$ cat config.mk
export PLATFORM = sky130hd
export DESIGN_NAME = ct_l2c_data_sram_ctrl
export DESIGN_NICKNAME = d
export VERILOG_FILES = /design/src/rtl/ct_l2c_data_sram_ctrl_pkg.sv /design/src/rtl/ct_l2c_data_sram_ctrl_rr_arb.sv /design/src/rtl/ct_l2c_data_sram_ctrl.sv
export SDC_FILE = /design/constraint.sdc
export NUM_CORES = 1
export LEC_CHECK = 0
export BUFFER_PORTS_ARGS = -buffer_cell sky130_fd_sc_hd__buf_2
export CORE_AREA = 2 2 419 421
export DETAILED_ROUTE_END_ITERATION = 12
export DIE_AREA = 0 0 421 423
export SLEW_MARGIN = 0
export SYNTH_ARGS = -nofsm -noshare
export SYNTH_HDL_FRONTEND = slang
export SYNTH_SLANG_ARGS = --single-unit
$ cat constraint.sdc
create_clock -name cpuclk -period 1.5 [get_ports cpuclk]
set_input_delay 0.3 -clock cpuclk [delete_from_list [all_inputs] [get_ports cpuclk]]
set_output_delay 0.3 -clock cpuclk [all_outputs]
set_load 0.02 [all_outputs]
$ cat src/rtl/ct_l2c_data_sram_ctrl_pkg.sv
// ct_l2c_data_sram_ctrl_pkg: shared widths, FSM state encoding and SRAM idle pin values for the L2 data SRAM controller
package ct_l2c_data_sram_ctrl_pkg;
  localparam int L2C_DATA_ADDR_WIDTH = 15;
  localparam int L2C_DATA_WIDTH = 128;
  typedef enum logic {ST_INIT = 1'b0, ST_RUN = 1'b1} l2c_state_e;
  localparam logic SRAM_CEN_IDLE = 1'b1;
  localparam logic SRAM_GWEN_IDLE = 1'b1;
  localparam logic [L2C_DATA_WIDTH-1:0] SRAM_WEN_IDLE = '1;
endpackage

$ cat src/rtl/ct_l2c_data_sram_ctrl_rr_arb.sv
// ct_l2c_sram_rr_arb: 2-way round-robin arbiter; ports cpuclk/cpurst_b, i_vld[1:0], i_en -> one-hot o_grant[1:0], o_ptr
module ct_l2c_sram_rr_arb (
  input  logic       cpuclk,
  input  logic       cpurst_b,
  input  logic [1:0] i_vld,
  input  logic       i_en,
  output logic [1:0] o_grant,
  output logic       o_ptr
);
  logic r_ptr;
  logic w_both;
  assign w_both = i_en & (&i_vld);
  assign o_grant = !i_en ? 2'b00 : w_both ? (r_ptr ? 2'b10 : 2'b01) : i_vld;
  assign o_ptr = r_ptr;
  always_ff @(posedge cpuclk or negedge cpurst_b) begin
    if (!cpurst_b) r_ptr <= 1'b0;
    else if (w_both) r_ptr <= ~r_ptr;
  end
endmodule

$ cat src/rtl/ct_l2c_data_sram_ctrl.sv
// ct_l2c_data_sram_ctrl: arbitrates two requesters onto one registered single-port SRAM, 2-cycle read return, optional zero-init sweep (L2C_SRAM_INIT_EN)
// Ports: cpuclk/cpurst_b; p0_*/p1_* request (vld, wr, addr, data, active-low wen) with rdy; rd_data_vld/src/data;
// init_done; sram_cen/gwen/a/d/wen pin flops; sram_q from the SRAM.
module ct_l2c_data_sram_ctrl
  import ct_l2c_data_sram_ctrl_pkg::*;
#(
  parameter int ADDR_WIDTH = L2C_DATA_ADDR_WIDTH,
  parameter int DATA_WIDTH = L2C_DATA_WIDTH
) (
  input  logic                  cpuclk,
  input  logic                  cpurst_b,
  input  logic                  p0_req_vld,
  input  logic                  p0_req_wr,
  input  logic [ADDR_WIDTH-1:0] p0_req_addr,
  input  logic [DATA_WIDTH-1:0] p0_req_data,
  input  logic [DATA_WIDTH-1:0] p0_req_wen,
  output logic                  p0_req_rdy,
  input  logic                  p1_req_vld,
  input  logic                  p1_req_wr,
  input  logic [ADDR_WIDTH-1:0] p1_req_addr,
  input  logic [DATA_WIDTH-1:0] p1_req_data,
  input  logic [DATA_WIDTH-1:0] p1_req_wen,
  output logic                  p1_req_rdy,
  output logic                  rd_data_vld,
  output logic                  rd_data_src,
  output logic [DATA_WIDTH-1:0] rd_data,
  output logic                  init_done,
  output logic                  sram_cen,
  output logic                  sram_gwen,
  output logic [ADDR_WIDTH-1:0] sram_a,
  output logic [DATA_WIDTH-1:0] sram_d,
  output logic [DATA_WIDTH-1:0] sram_wen,
  input  logic [DATA_WIDTH-1:0] sram_q
);
  logic                  w_init;
  logic                  w_run_en;
  logic [ADDR_WIDTH-1:0] w_init_a;
`ifdef L2C_SRAM_INIT_EN
  l2c_state_e            r_state;
  l2c_state_e            w_state_nxt;
  logic [ADDR_WIDTH-1:0] r_cnt;
  logic                  r_init_done;
  always_ff @(posedge cpuclk or negedge cpurst_b) begin
    if (!cpurst_b) r_state <= ST_INIT;
    else r_state <= w_state_nxt;
  end
  always_comb begin
    w_state_nxt = (r_state == ST_INIT && &r_cnt) ? ST_RUN : r_state;
  end
  // init_done trails the state change by one cycle so the last sweep write owns the pins alone
  always_ff @(posedge cpuclk or negedge cpurst_b) begin
    if (!cpurst_b) begin
      r_cnt       <= '0;
      r_init_done <= 1'b0;
    end else begin
      if (r_state == ST_INIT) r_cnt <= r_cnt + 1'b1;
      r_init_done <= r_init_done | (r_state == ST_RUN);
    end
  end
  assign w_init    = (r_state == ST_INIT);
  assign w_init_a  = r_cnt;
  assign w_run_en  = r_init_done;
  assign init_done = r_init_done;
`else
  assign w_init    = 1'b0;
  assign w_init_a  = '0;
  assign w_run_en  = 1'b1;
  assign init_done = 1'b1;
`endif
  logic [1:0]            w_gnt;
  logic                  w_gv;
  logic                  w_sel;
  logic                  w_wr;
  logic [ADDR_WIDTH-1:0] w_a;
  logic [DATA_WIDTH-1:0] w_d;
  logic [DATA_WIDTH-1:0] w_wen;
  ct_l2c_sram_rr_arb u_arb (
    .cpuclk  (cpuclk),
    .cpurst_b(cpurst_b),
    .i_vld   ({p1_req_vld, p0_req_vld}),
    .i_en    (w_run_en & cpurst_b),
    .o_grant (w_gnt),
    .o_ptr   ()
  );
  assign p0_req_rdy = w_gnt[0];
  assign p1_req_rdy = w_gnt[1];
  assign w_gv  = |w_gnt;
  assign w_sel = w_gnt[1];
  assign w_wr  = w_sel ? p1_req_wr : p0_req_wr;
  assign w_a   = w_sel ? p1_req_addr : p0_req_addr;
  assign w_d   = w_sel ? p1_req_data : p0_req_data;
  assign w_wen = w_sel ? p1_req_wen : p0_req_wen;
  logic                  r_cen;
  logic                  r_gwen;
  logic [ADDR_WIDTH-1:0] r_a;
  logic [DATA_WIDTH-1:0] r_d;
  logic [DATA_WIDTH-1:0] r_wen;
  logic                  w_cen_nxt;
  logic                  w_gwen_nxt;
  logic [ADDR_WIDTH-1:0] w_a_nxt;
  logic [DATA_WIDTH-1:0] w_d_nxt;
  logic [DATA_WIDTH-1:0] w_wen_nxt;
  always_comb begin
    w_cen_nxt  = (w_init | w_gv) ? 1'b0 : SRAM_CEN_IDLE;
    w_gwen_nxt = w_init ? 1'b0 : w_gv ? ~w_wr : SRAM_GWEN_IDLE;
    w_wen_nxt  = w_init ? '0 : (w_gv & w_wr) ? w_wen : SRAM_WEN_IDLE;
    w_a_nxt    = w_init ? w_init_a : w_gv ? w_a : r_a;
    w_d_nxt    = w_init ? '0 : (w_gv & w_wr) ? w_d : r_d;
  end
  always_ff @(posedge cpuclk or negedge cpurst_b) begin
    if (!cpurst_b) begin
      r_cen  <= SRAM_CEN_IDLE;
      r_gwen <= SRAM_GWEN_IDLE;
      r_wen  <= SRAM_WEN_IDLE;
      r_a    <= '0;
      r_d    <= '0;
    end else begin
      r_cen  <= w_cen_nxt;
      r_gwen <= w_gwen_nxt;
      r_wen  <= w_wen_nxt;
      r_a    <= w_a_nxt;
      r_d    <= w_d_nxt;
    end
  end
  assign sram_cen  = r_cen;
  assign sram_gwen = r_gwen;
  assign sram_wen  = r_wen;
  assign sram_a    = r_a;
  assign sram_d    = r_d;
  // stage 1 covers the pin flops, stage 2 the SRAM's own output register
  logic r_v1, r_s1, r_v2, r_s2;
  always_ff @(posedge cpuclk or negedge cpurst_b) begin
    if (!cpurst_b) begin
      r_v1 <= 1'b0;
      r_s1 <= 1'b0;
      r_v2 <= 1'b0;
      r_s2 <= 1'b0;
    end else begin
      r_v1 <= w_gv & ~w_wr;
      r_s1 <= w_sel;
      r_v2 <= r_v1;
      r_s2 <= r_s1;
    end
  end
  assign rd_data_vld = r_v2;
  assign rd_data_src = r_s2;
  assign rd_data     = sram_q;
endmodule

Word level (Yosys, flattened, before mapping). Cells that the tools add are included. W data, S select, Z words.

Input port bits: 676. Memories kept: 0. Memory bits (writable): 0. Output and inout port bits: 406. Flip-flop bits (word level): 278. Latch bits: 0. Bits in read-only memories: 0.

Equality and inequality tests: 0. Multipliers: 0. Bitwise logic cells: 5. $add $sub $neg: 0. Shift operators: 0. $lt $le $gt $ge: 0. Reductions and logical operators: 2. Muxes and demuxes: 10. Divide/modulo/power cells: 0.

Operators by type and width (number): $mux W128 (3); $mux W15 (1); $mux W2 (3); $and A1 B1 Y1 (3); $mux W1 (3); $not A1 Y1 (2); $reduce_and A2 Y1 (1); $reduce_or A2 Y1 (1).

Logic depth before layout (Yosys ltp). Gate-level depths: netlist of run 1.

Depth in word-level cells: 7. Depth in mapped cells: 7.

Modules after synthesis. Synthesis of run 1 repeated with hierarchy kept, for this count alone.

Cells, all modules: 1355. Area total of the unflattened synthesis: 14695.3 sq um.

By module, submodules not included: ct_l2c_data_sram_ctrl (cells an instance 1347, instances 1, area each 14635.3 sq um, seq. area each 7094.3 sq um); ct_l2c_sram_rr_arb (cells an instance 8, instances 1, area each 60.1 sq um, seq. area each 25.0 sq um).

Least setup slack after synthesis of run 1. OpenSTA, ideal clock, no wires.

Kind: input to output. Start point: input port cpurst_b. End point: output port p1_req_rdy. Cell stages on the path: 5. Buffers on the path: 3. Path slack: -0.085 ns. Arrival time: 1.285 ns. Data required time: 1.200 ns. Path through: clkbuf_1 -> nand3_2 -> inv_1 -> buf_2 -> clkbuf_1.

Word-level cells in the longest chain between the ends: 3.

Ends and longest elaborated chain: from (decl) (line ct_l2c_data_sram_ctrl.sv:11) `input logic cpurst_b,`; $and A1 B1 Y1 (line ct_l2c_data_sram_ctrl_rr_arb.sv:12) `assign w_both = i_en & (&i_vld);`; $mux W2 (line ct_l2c_data_sram_ctrl_rr_arb.sv:13) `assign o_grant = !i_en ? 2'b00 : w_both ? (r_ptr ? 2'b10 : 2'b01) : i_vld;`; $mux W2 * (line ct_l2c_data_sram_ctrl_rr_arb.sv:13); to (decl) (line ct_l2c_data_sram_ctrl.sv:23) `output logic p1_req_rdy,`.

Every way passes the cells marked *; elsewhere a longest branch is shown, timed or not.

Final worst setup path of run 1.
Start point: register u_arb.r_ptr, in the netlist u_arb.o_ptr. End point: register r_d[77], in the netlist sram_d[77].

Word-level cells in the longest chain between the ends: 5. Elaborated cells between the ends (all ways): 7. Those cells by class: 5 x mux; 1 x bitwise; 1 x reduce/logical.

Ends and longest elaborated chain: from (decl) (line ct_l2c_data_sram_ctrl_rr_arb.sv:10) `logic r_ptr;`; from (signal assigned) (line ct_l2c_data_sram_ctrl_rr_arb.sv:17) `else if (w_both) r_ptr <= ~r_ptr;`; $mux W2 * (3 in a row) (line ct_l2c_data_sram_ctrl_rr_arb.sv:13); $reduce_or A2 Y1 or $mux W1 (tied branches) (line ct_l2c_data_sram_ctrl.sv:87, ct_l2c_data_sram_ctrl.sv:89); $and A1 B1 Y1 (line ct_l2c_data_sram_ctrl.sv:108) `w_d_nxt = w_init ? '0 : (w_gv & w_wr) ? w_d : r_d;`; to (signal assigned) (line ct_l2c_data_sram_ctrl.sv:122) `r_d <= w_d_nxt;`; to (decl) (line ct_l2c_data_sram_ctrl.sv:96) `logic [DATA_WIDTH-1:0] r_d;`.

Marked as above. A chain may end at the register's enable or synchronous reset.

==> results.yml, run 1 <==
placement:
  dpl.cell_count: 4454
  port-buffer-count: 824
  hpwl_um: 81500
  dp_slack_ps: -288
  gp_routability_congestion: 0.969
routing:
  drt_iter0_drc: 1583
  vias: 18575
  wirelength_um: 121000
  viasPerCell: 3.56
  routedWlPerCell_um: 23.2
  final_antenna_net_count: 0
  drc: 0
  drtPass1Iterations: 12
clock_tree:
  cts_root_buf: "clkbuf_16"
  cts_max_level: 2
  clk_latency_ps: 620
  cts.clk_slew.worst_paths_ps: 60
  clock_sinks: 278
  clockBufferDepth: 3
  numCtsBuffers: 38
  cts_tree: "done"
timing:
  hold_viol_final: 1
  fmaxAchievable_ghz: 0.508
  skew_ps: 37.5
  relSlewSlack_pct: 50.8
  fin_crit_ps: 1970
  holdWs_ps: -15.6
  min_period_over_period_pct: 131
  worstMarginPinSlew_ps: 738
  finalMaxSlewViolations: 0
  finalWorstSetupSlack_ps: -467
  setup_viol: 407
  rsz0062_at_grt: "yes"
synth:
  yosysSeqAreaShare_pct: 54.7
  netlist_area_mm2: 0.0130
  synth_top_area_cell: "dfrtp_1"
  synth_area_leaders: "dfrtp_1 (28%), dfstp_2 (26%), nand2_1 (15%)"
  ys_seq_elements: 278
  synth_top_cell_area_share_pct: 28.4
  syn_area_per_cell_um2: 8.88
  ys_warn_count: 0
  synthCells: 1467
  yosysUniqueCellTypes: 23
  syn_nets: 2143
flow_run:
  maxCapViolCount: 0
floorplan:
  dieArea_mm2: 0.178
  start_util_pct: 7.52
  die_w_um: 421
  core-area_mm2: 0.173
  io_pins: 1082
  die_h_um: 423
  row_count: 153
worst_setup_path:
  path_class: "reg2reg"
  max_stage_delay_ps: 390
  r2r_cells: 8
  critPathArrivalTime_ps: 2500
  critPathMostFrequentCell: "clkbuf_16"
  critPathMaxFanout: 8
  crit_slowest_cell: "dfrtp_1"
  required_ps: 2030
  crit_chain: "nand2b_4 > buf_4 > a32o_4 > and2_4 > buf_12 > clkbuf_16 > clkbuf_16 > a31oi_4"
  start_kind: "flop"
  endpoint_kind: "flop"
layout:
  layout_commonest_cell: "buf_2"
  syn2layout_area_growth_pct: 151
  fin_nets: 3532
  fin_cells: 5222
  layout_common_cells: "buf_2 (582), dlygate4sd3_1 (545), nand2_1 (493)"
  drive_gt1_share_pct: 52.3
pwr:
  ir_worst_vdd_uv: 754
  total_leakage_power_nw: 13.6
  pwr_density_cell_mw_per_mm2: 1170
run_status:
  violations: "negative hold slack, negative setup slack"
  status: "complete, but fails checks"
grt:
  grt_max_degree: 104
  grt_pass1_vias: 18255
  track_usage_pct: 12.0
  grt_pass1_wl_um: 148000
  antenna_found_initial: 15
  overflow: 0
min_path:
  hold_class: "in2async"
-- synthesized netlist by cell type --
cell        n
a211oi_1    1
a21oi_1   128
a222oi_1   15
a31oi_1   118
a31oi_2    10
a32o_1      1
and2_1      3
and3_1      1
buf_1       3
buf_2      25
buf_4     129
buf_6      12
clkbuf_1   79
conb_1      1
dfrtp_1   148
dfstp_2   130
inv_1      17
nand2_1   513
nand2b_1    1
nand3_1   129
nand3_2     1
o21ai_1     1
xnor2_1     1
-- registers in the layout, summed over array words and instances, names as in the netlist --
| name | count |
|---|---|
| sram_d | 128 |
| sram_wen | 128 |
| sram_a | 15 |
| r_s1 | 1 |
| r_v1 | 1 |
| rd_data_src | 1 |
| rd_data_vld | 1 |
| sram_cen | 1 |
| sram_gwen | 1 |
| u_arb.o_ptr | 1 |
-- through the flow --
stage                     TNS [ps]  area, µm²  util (%)  hold slack [ps]  power, W
after detailed placement    -50540      19800      11.4              340    0.0207
after global placement      -48070      19800      11.4              333    0.0206
final                       -98970      32700      18.9            -15.6    0.0381
after floorplan                  0      13000         -             4.41    0.0154
after CTS                  -114810      29400      17.0             10.4    0.0345
after global routing       -118070      32700      18.9             42.2    0.0396
-- area by class of cell --
| class | count | area [µm²] |
|---|---|---|
| timing repair buffer | 1597 | 14900 |
| fill | 18567 | 141000 |
| clock inverter | 14 | 206 |
| multi-input combinational | 924 | 6360 |
| inverter | 17 | 73.8 |
| antenna | 11 | 27.5 |
| tap | 2325 | 2910 |
| clock buffer | 56 | 1080 |
| sequential | 278 | 7130 |
-- metal layers --
metal	share of wire [%]	up-vias	track usage, %
met5	0.12	-	0
li1	-	7605	-
met1	32	9189	12.0
met3	11	454	5.30
met4	7.1	6	6.85
met2	50	1321	20.5
-- path summary, 6_finish.rpt --
| kind | startpoint | endpoint | slack (ps) |
|---|---|---|---|
| max | u_arb.o_ptr$_DFFE_PN0N_ | sram_d[77]$_DFFE_PN0P_ | -470 |
| min | cpurst_b | sram_d[9]$_DFFE_PN0P_ | -20 |
| max reg2reg | u_arb.o_ptr$_DFFE_PN0N_ | sram_d[77]$_DFFE_PN0P_ | -470 |
| min reg2reg | r_s1$_DFF_PN0_ | rd_data_src$_DFF_PN0_ | 350 |
| max in group asynchronous | cpurst_b | sram_wen[77]$_DFF_PN1_ | 80 |
| min in group cpuclk | p1_req_vld | u_arb.o_ptr$_DFFE_PN0N_ | 90 |
-- what timing repair did --
| action | 4_1_cts | 5_1_grt |
|---|---|---|
| setup endpoints to repair | 499 | 606 |
| gates cloned | 26 | 19 |
| endpoints found under the hold margin | 337 | 0 |
| hold buffers | 545 | 0 |
| buffers inserted | 38 | 66 |
| resized for setup | 491 | 517 |
| pin swaps | 20 | 37 |
-- critical path: cells and delay by family, from the launching register on --
kind	cells	cell delay, ps
AND/OR/NAND/NOR	2	330
buffers and inverters	4	700
flip-flops	1	390
AO/OA/AOI/OAI	2	450
-- where the power goes --
group	leakage (nW)	internal, W	total (W)	switching, W
Clock	0.624	0.00572	0.00989	0.00417
Sequential	3.02	0.00933	0.0108	0.00142
Combinational	9.99	0.00829	0.0174	0.00913
-- cells by family (layout without fill, tap and decap cells) --
logic type,count (synthesis),in the layout,share of synthesized area (%)
simple gates,648,648,20.1
buf+inv,265,1684,12.3
xor+xnor,1,1,0.0673
compound gates,274,274,12.9
flops,278,278,54.7
other cells,1,12,0.0288
(Power assumes the default switching activity.)
==> run 2: changes to the inputs <==
- SETUP_SLACK_MARGIN: default -> 0.3
==> results.yml, run 2 (same netlist as run 1, synthesis figures left out) <==
timing:
  relSlewSlack_pct: 55.0
  hold_viol_final: 0
  fin_crit_ps: 1830
  worstMarginPinSlew_ps: 672
  fin_setup_tns_ps: -74390
  fmaxAchievable_ghz: 0.546
  setup_viol: 422
  finalWorstSetupSlack_ps: -331
  finalMaxSlewViolations: 0
  skew_ps: 52.4
  rsz0062_at_grt: "yes"
  min_period_over_period_pct: 122
layout:
  num-fill-cells: 18856
  drive_gt1_share_pct: 50.3
  layout_commonest_cell: "buf_2"
  fin_nets: 3506
  syn2layout_area_growth_pct: 137
  regArea_mm2: 0.00712
  layout_common_cells: "buf_2 (748), dlygate4sd3_1 (549), nand2_1 (437)"
  final_area_mm2: 0.0309
  fin_cells: 5186
  multi_input_area_mm2: 0.00565
floorplan:
  io_pins: 1082
  row_count: 153
  core-area_mm2: 0.173
  start_util_pct: 7.52
  die_h_um: 423
  die_w_um: 421
  dieArea_mm2: 0.178
worst_setup_path:
  endpoint: "sram_d[96]$_DFFE_PN0P_"
  r2r_start: "u_arb.o_ptr$_DFFE_PN0N_"
  critPathArrivalTime_ps: 2340
  r2r_setup_slack_ps: -330
  endpoint_kind: "flop"
  critPathMaxFanout: 8
  crit_path_start: "u_arb.o_ptr$_DFFE_PN0N_"
  required_ps: 2010
  critPathMostFrequentCell: "buf_16"
  max_stage_delay_ps: 390
  r2r_cells: 9
  start_kind: "flop"
  timing.rr.end: "sram_d[96]$_DFFE_PN0P_"
  crit_chain: "nand2b_4 > nand3_4 > buf_6 > buf_12 > buf_16 > buf_16 > clkbuf_16 > nand2_2 > a31oi_1"
  path_class: "reg2reg"
  crit_slowest_cell: "dfrtp_1"
routing:
  viasPerCell: 3.42
  drt_iter0_drc: 1340
  final_antenna_net_count: 0
  wirelength_um: 116000
  vias: 17739
  routedWlPerCell_um: 22.4
  drc: 0
  drtPass1Iterations: 7
clock_tree:
  cts.clk_slew.worst_paths_ps: 50
  clk_latency_ps: 630
  clock_sinks: 278
  cts_max_level: 2
  numCtsBuffers: 38
  cts_tree: "done"
  clockBufferDepth: 3
  cts_root_buf: "clkbuf_16"
pwr:
  pwr_density_cell_mw_per_mm2: 1120
  ir_worst_vdd_uv: 692
  total_leakage_power_nw: 13.1
run_status:
  status: "complete, but fails checks"
  violations: "negative setup slack"
placement:
  dpl.cell_count: 4474
  hpwl_um: 79300
  port-buffer-count: 824
  gp_routability_congestion: 0.976
  dpl_cell_area_mm2: 0.0198
grt:
  track_usage_pct: 11.4
  overflow: 0
  grt_pass1_vias: 17410
  grt_max_degree: 86
  grt_pass1_wl_um: 142000
  antenna_found_initial: 4
min_path:
  hold_class: "in2async"
flow_run:
  maxCapViolCount: 0
==> run 2: cell count changes in the layout (fill, tap and decap cells not counted), sizes merged <==
cell         previous run  this run
clkinvlp                1         2
bufbuf                  0         1
dlygate4sd3           545       549
clkbuf                 75        91
clkinv                  7         8
diode                  11         2
inv                    19        18
buf                  1033       984
==> run 2: critical path, delay by kind of cell, from the launching register on <==
| family | cells | cell delay [ps] |
|---|---|---|
| AO/OA/AOI/OAI | 1 | 200 |
| AND/OR/NAND/NOR | 3 | 340 |
| buffers and inverters | 5 | 780 |
| flip-flops | 1 | 390 |
==> run 2: report_power, final <==
part	switching (W)	total [W]	internal [W]	leakage [nW]
clock	0.00404	0.00978	0.00574	0.624
sequential	0.00106	0.0104	0.00931	3.02
combinational	0.00822	0.0144	0.00619	9.45
==> run 2: worst min path at each step <==
| stage | slack (ps) | end |
|---|---|---|
| global route | 30 | sram_d[14]$_DFFE_PN0P_ |
| global placement | 330 | rd_data_vld$_DFF_PN0_ |
| floorplan | 4 | r_s1$_DFF_PN0_ |
| finish | 8 | sram_d[92]$_DFFE_PN0P_ |
| CTS | -20 | sram_a[0]$_DFFE_PN0P_ |
| detailed placement | 340 | rd_data_vld$_DFF_PN0_ |
==> run 2: what timing repair did <==
item	in CTS	in global routing
setup buffers	17	15
pin swaps	4	94
hold buffers	549	0
endpoints found under the hold margin	397	0
resized for setup	260	345
cloned	15	45
setup endpoints to repair	551	569
==> run 2: metrics by stage <==
stage                     power (W)  hold slack, ps  utilization [%]  setup slack (ps)
after floorplan              0.0155            4.41                -              28.3
after global placement       0.0203             334             11.4              -280
after detailed placement     0.0204             344             11.4              -320
after CTS                    0.0330           -21.2             16.2              -361
after global routing         0.0362            30.9             17.8              -393
final                        0.0346            8.33             17.8              -331
==> run 2: layout make-up <==
class                   count  share of cell area [%]
multi-input cells         924                    18.3
clock buffers              55                    3.52
clock inverters            14                   0.664
repair buffers           1570                    44.8
well taps                2325                    9.42
inverters                  17                   0.259
repair inverters            1                  0.0364
flip-flops and latches    278                    23.0
diodes                      2                  0.0162
==> run 2: per-layer routing <==
metal / up-vias / global-route usage [%] / part of all wire [%]
li1: 7550 / - / -
met2: 1112 / 20.5 / 51
met5: - / 0.0538 / 0.022
met1: 8690 / 11.4 / 33
met3: 383 / 4.57 / 10
met4: 4 / 5.73 / 5.9
